`src/rtl/uart_pkg.sv`:
```
// Shared UART definitions: receiver FSM encoding, data width and baud divisor helper.
package uart_pkg;

    localparam int UART_DATA_BITS = 8;

    typedef enum logic [2:0] {
        ST_IDLE      = 3'd0,
        ST_START     = 3'd1,
        ST_DATA      = 3'd2,
        ST_STOP      = 3'd3,
        ST_WAIT_IDLE = 3'd4
    } uart_rx_state_t;

    // Integer divide; the fractional remainder becomes a small per-frame drift.
    function automatic int calc_clks_per_baud(input int clk_freq, input int baud_rate);
        return clk_freq / baud_rate;
    endfunction

endpackage

```
`src/rtl/uart_rx_sync.sv`:
```
// Two-flop synchroniser for the serial line; with UART_RX_MAJORITY_EN it also keeps
// a 3-deep history and presents the majority vote as the sample value.
module uart_rx_sync (
    input  logic i_clk,
    input  logic i_reset_n,
    input  logic i_serial,
    output logic o_s_rx,
    output logic o_sample
);

    logic r_meta;
    logic r_sync;

    // Flops reset to 1 so the line looks idle coming out of reset.
    always_ff @(posedge i_clk) begin
        if (!i_reset_n) begin
            r_meta <= 1'b1;
            r_sync <= 1'b1;
        end else begin
            r_meta <= i_serial;
            r_sync <= r_meta;
        end
    end

    assign o_s_rx = r_sync;

`ifdef UART_RX_MAJORITY_EN
    logic [1:0] r_hist;

    always_ff @(posedge i_clk) begin
        if (!i_reset_n) begin
            r_hist <= 2'b11;
        end else begin
            r_hist <= {r_hist[0], r_sync};
        end
    end

    assign o_sample = (r_sync & r_hist[0]) | (r_sync & r_hist[1]) | (r_hist[0] & r_hist[1]);
`else
    assign o_sample = r_sync;
`endif

endmodule

```
`src/rtl/uart_rx.sv`:
```
// UART receiver, 8N1 LSB first. Define UART_RX_MAJORITY_EN to vote each sample point
// over the last three synchronised line values (needs CLKS_PER_BAUD >= 8).
module uart_rx
    import uart_pkg::*;
#(
    parameter int CLK_FREQ  = 25000000,
    parameter int BAUD_RATE = 115200
) (
    input  logic                      i_clk,
    input  logic                      i_reset_n,
    input  logic                      i_serial,
    output logic [UART_DATA_BITS-1:0] o_data,
    output logic                      o_rx_dv,
    output logic                      o_frame_err,
    output logic                      o_rx_busy
);

    localparam int CLKS_PER_BAUD = calc_clks_per_baud(CLK_FREQ, BAUD_RATE);
    localparam int HALF_BAUD     = CLKS_PER_BAUD / 2;
    localparam int CNT_W         = (CLKS_PER_BAUD > 1) ? $clog2(CLKS_PER_BAUD) : 1;
    localparam int IDX_W         = $clog2(UART_DATA_BITS);

    localparam logic [CNT_W-1:0] HALF_M1  = CNT_W'(HALF_BAUD - 1);
    localparam logic [CNT_W-1:0] FULL_M1  = CNT_W'(CLKS_PER_BAUD - 1);
    localparam logic [IDX_W-1:0] LAST_BIT = IDX_W'(UART_DATA_BITS - 1);

`ifdef UART_RX_MAJORITY_EN
    generate
        if (CLKS_PER_BAUD < 8) begin : g_baud_check
            $error("uart_rx: majority sampling needs CLKS_PER_BAUD >= 8");
        end
    endgenerate
`endif

    logic w_s_rx;
    logic w_sample;

    uart_rx_sync u_sync (
        .i_clk     (i_clk),
        .i_reset_n (i_reset_n),
        .i_serial  (i_serial),
        .o_s_rx    (w_s_rx),
        .o_sample  (w_sample)
    );

    uart_rx_state_t              r_state;
    uart_rx_state_t              w_next_state;
    logic [CNT_W-1:0]            r_cnt;
    logic [CNT_W-1:0]            w_cnt_next;
    logic [IDX_W-1:0]            r_bit_idx;
    logic [IDX_W-1:0]            w_bit_next;
    logic [UART_DATA_BITS-1:0]   r_shift;
    logic [UART_DATA_BITS-1:0]   r_data;
    logic                        r_rx_dv;
    logic                        r_frame_err;
    logic                        w_shift_en;
    logic                        w_good;
    logic                        w_bad;

    always_ff @(posedge i_clk) begin
        if (!i_reset_n) begin
            r_state     <= ST_IDLE;
            r_cnt       <= '0;
            r_bit_idx   <= '0;
            r_shift     <= '0;
            r_data      <= '0;
            r_rx_dv     <= 1'b0;
            r_frame_err <= 1'b0;
        end else begin
            r_state     <= w_next_state;
            r_cnt       <= w_cnt_next;
            r_bit_idx   <= w_bit_next;
            r_rx_dv     <= w_good;
            r_frame_err <= w_bad;
            if (w_shift_en) begin
                r_shift[r_bit_idx] <= w_sample;
            end
            if (w_good) begin
                r_data <= r_shift;
            end
        end
    end

    always_comb begin
        w_next_state = r_state;
        w_cnt_next   = r_cnt;
        w_bit_next   = r_bit_idx;
        w_shift_en   = 1'b0;
        w_good       = 1'b0;
        w_bad        = 1'b0;
        case (r_state)
            ST_IDLE: begin
                w_cnt_next = '0;
                w_bit_next = '0;
                if (!w_s_rx) begin
                    w_next_state = ST_START;
                end
            end
            ST_START: begin
                if (r_cnt == HALF_M1) begin
                    w_cnt_next   = '0;
                    // A line back high at mid start bit was only a glitch.
                    w_next_state = w_sample ? ST_IDLE : ST_DATA;
                end else begin
                    w_cnt_next = r_cnt + CNT_W'(1);
                end
            end
            ST_DATA: begin
                if (r_cnt == FULL_M1) begin
                    w_cnt_next = '0;
                    w_shift_en = 1'b1;
                    if (r_bit_idx == LAST_BIT) begin
                        w_bit_next   = '0;
                        w_next_state = ST_STOP;
                    end else begin
                        w_bit_next = r_bit_idx + IDX_W'(1);
                    end
                end else begin
                    w_cnt_next = r_cnt + CNT_W'(1);
                end
            end
            ST_STOP: begin
                if (r_cnt == FULL_M1) begin
                    w_cnt_next = '0;
                    if (w_sample) begin
                        w_good       = 1'b1;
                        w_next_state = ST_IDLE;
                    end else begin
                        w_bad        = 1'b1;
                        w_next_state = ST_WAIT_IDLE;
                    end
                end else begin
                    w_cnt_next = r_cnt + CNT_W'(1);
                end
            end
            ST_WAIT_IDLE: begin
                w_cnt_next = '0;
                // Hold off through a break so a long low line cannot start new frames.
                if (w_s_rx) begin
                    w_next_state = ST_IDLE;
                end
            end
            default: begin
                w_next_state = ST_IDLE;
                w_cnt_next   = '0;
                w_bit_next   = '0;
            end
        endcase
    end

    assign o_data      = r_data;
    assign o_rx_dv     = r_rx_dv;
    assign o_frame_err = r_frame_err;
    assign o_rx_busy   = (r_state != ST_IDLE);

endmodule

```
`config.mk`:
```
export PLATFORM = sky130hd
export DESIGN_NAME = uart_rx
export DESIGN_NICKNAME = d
export VERILOG_FILES = /design/src/rtl/uart_pkg.sv /design/src/rtl/uart_rx_sync.sv /design/src/rtl/uart_rx.sv
export SDC_FILE = /design/constraint.sdc
export NUM_CORES = 1
export LEC_CHECK = 0
export ABC_AREA = 1
export CORE_AREA = 8 8 77 66
export CTS_CLUSTER_SIZE = 25
export DETAILED_ROUTE_END_ITERATION = 16
export DIE_AREA = 0 0 85 74
export GPL_TIMING_DRIVEN = 0
export PLACE_DENSITY = 0.65
export SYNTH_ARGS = -nofsm -noshare
export SYNTH_HDL_FRONTEND = slang
export SYNTH_SLANG_ARGS = --single-unit
```
`constraint.sdc`:
```
create_clock -name i_clk -period 2.6 [get_ports i_clk]
set_input_delay 0.78 -clock i_clk [delete_from_list [all_inputs] [get_ports i_clk]]
set_output_delay 0.78 -clock i_clk [all_outputs]
set_load 0.005 [all_outputs]
```
==> impl_metrics.csv <==
group,metric,value,unit
final_layout,diodes,0,
routing,wl_per_cell,11.37,um
min_path,hold_start,"u_sync.r_meta$_SDFF_PN1_",
critical_path,cp-start-kind,"flop",
logic_synthesis,synthTopCellsByArea,"dfxtp_1, nor2_1, nand2_1",
clock_tree,clock_path_buffers,2,
min_path,whs_endpoint,"u_sync.o_s_rx$_SDFF_PN1_",
logic_synthesis,synth_top_cell_by_area,"dfxtp_1",
critical_path,crit_type,"flop to output pin",
final_layout,area_delta_synth_final,18.08,%
routing,via_per_inst,4.767,
logic_synthesis,synth_edf_count,0,
logic_synthesis,synth_seq_area_share,41.85,%
clock_tree,cts_max_level,2,
grt,grt.total_usage,11.33,%
floorplanning,pin_count,14,
timing,hold_viol_final,0,
clock_tree,clk_latency,290,ps
timing,period_needed,2227,ps
clock_tree,cts_resized,0,
timing,clock_skew,4.042,ps
run,maxCapViolations,0,
logic_synthesis,async_flop_share,0,%
timing,tightest_slew,507.1,ps
final_layout,final_cell_mix,"nor2_1, dfxtp_1, nand2_1, inv_1, o21ai_1",
logic_synthesis,yosysUniqueCellTypes,30,
timing,finalHoldWorstSlack,419.4,ps
clock_tree,postCtsSetupBuffers,0,
floorplanning,coreArea,3915,um2
critical_path,r2r-start,"r_bit_idx[1]$_SDFFE_PN0P_",
floorplanning,die_h,74,um
critical_path,r2r_cells,11,
timing,fin_crit_sh,85.67,%
min_path,hold_depth,1,
critical_path,worst_ep_arrival_time,1450,ps
placement,dp_hpwl,2.317,mm
floorplanning,num_rows,21,
final_layout,drive_gt1_share,11.62,%
timing,relSlewSlack,66.19,%
final_layout,layout_commonest_cell,"nor2_1",
critical_path,cp-startpoint,"r_state[1]$_SDFFE_PN0P_",
logic_synthesis,synthCells,220,
critical_path,timing.reg2reg.setup_slack,1000,ps
routing,drt-total-wl,3.262,mm
grt,grt-ovfl-total,0,
critical_path,worstSetupEndpointType,"output pin",
final_layout,num-nets-final,247,
status,outcome,"finished, final reports clean",
routing,drt.antenna.violating_nets,0,
critical_path,cp_max_fo,7,
routing,drc,0,
clock_tree,cts_sinks,34,
timing,rsz0062_at_grt,"no",
grt,grt_max_degree,11,
clock_tree,cts_tree,"yes",
routing,first_pass_iters,4,
timing,timing.fmax,449.0,MHz
floorplanning,die_w,85,um
logic_synthesis,synth_area,1627,um2
clock_tree,cts_made_buffers,5,
clock_tree,clk_pin_slew,60,ps
logic_synthesis,yosysWarnings,0,
logic_synthesis,syn-num-nets,227,
power_and_ir_drop,ir_worst_vdd,379.9,uV
timing,fin_tns_setup,0,ps
floorplanning,die_area,6290,um2
routing,vias,1368,
power_and_ir_drop,powerDensity,702.8,nW/um2
critical_path,r2r-end,"r_state[1]$_SDFFE_PN0P_",
placement,place_congestion,0.8594,
placement,portBuffers,13,
logic_synthesis,synth_top_area_share,41.85,%
timing,final-max-slew-violation-count,0,
min_path,min_path_type,"flop to flop",
floorplanning,start_util,41.55,%
critical_path,required,1820,ps
grt,antenna_found_initial,0,
grt,grt_pass1_wl,5.554,mm
power_and_ir_drop,leakage,0.7870,nW
logic_synthesis,ys_seq_elements,34,
grt,grt_pass1_vias,1231,
logic_synthesis,avgSynthCellArea,7.393,um2
logic_synthesis,ys.flop_type,"dfxtp_1",
clock_tree,hold_buffers,0,
routing,drt_iter0_markers,49,
timing,finalSetupViolCount,0,
clock_tree,cts_root_buf,"clkbuf_8",
## cells by family (layout without fill, tap and decap cells)
group	count (synthesis)	count (layout)	share of synthesized area, %
simple gates	109	109	34.15
buf+inv	37	58	9.077
flops	34	34	41.85
compound gates	33	33	10.23
fa+ha+maj	4	4	3.077
xor+xnor	3	3	1.616
## metal layers
metal,GRT usage [%],vias up,wire [um]
met3,3.642,7,157
met1,14.71,601,1702
met4,5.906,0,63
li1,-,740,-
met2,16.44,20,1339
met5,0,-,0
## power breakdown
part / switching (mW) / internal (mW) / total, mW / leakage, nW
Clock: 0.191 / 0.287 / 0.477 / 0.0524
Combinational: 0.196 / 0.101 / 0.296 / 0.460
Sequential: 0.0298 / 0.546 / 0.576 / 0.275
Total: 0.416 / 0.934 / 1.35 / 0.787
## synth_stat cells (3+ instances only)
cell type / n
nand2_4: 3
ha_1: 4
nor3_1: 12
a21oi_1: 13
nor2_1: 36
nand3_1: 10
inv_2: 3
inv_1: 27
nand2_1: 31
o21ai_1: 19
dfxtp_1: 34
nand2_2: 3
## final cells by class
cell class                      count  area [um2]
Clock inverter                      1       30.03
Multi-Input combinational cell    149       798.3
Timing Repair Buffer               13       130.1
Clock buffer                        7       76.32
Fill cell                         401        1994
Buffer                              3       12.51
Inverter                           34       135.1
Tap cell                           46       57.56
Sequential cell                    34       680.7
## registers in the layout, summed over array words and instances (netlist names)
signal / flops
r_cnt: 8
u_sync.o_s_rx: 1
r_state: 3
o_rx_dv: 1
o_frame_err: 1
r_shift: 8
u_sync.r_meta: 1
o_data: 8
r_bit_idx: 3
## worst max-delay path by stage
stage	slack (ps)	to
after floorplan	1170	r_state[0]$_SDFFE_PN0P_
after global placement	400	r_state[0]$_SDFFE_PN0P_
after detailed placement	390	r_state[0]$_SDFFE_PN0P_
after CTS	370	o_rx_busy
after global routing	290	o_rx_busy
final	370	o_rx_busy
## critical path, cell delays in order, from the launching register on
cell             delay, ps
dfxtp_1                470
inv_2                  100
nand2_1                 90
clkdlybuf4s50_1        500
## through the flow
step                      total power, mW  cells  setup slack, ps  instance area (um2)  util [%]
after global placement             0.8845    279            399.4                 1814     46.34
after floorplan                    0.8130    220             1167                 1627         -
after detailed placement           0.8845    279            386.9                 1814     46.34
final                               1.350    287            372.6                 1921     49.06
after global routing                1.425    287            290.6                 1921     49.06
after CTS                           1.357    287            372.3                 1921     49.06
No activity file was read; power rests on OpenSTA's default activity.
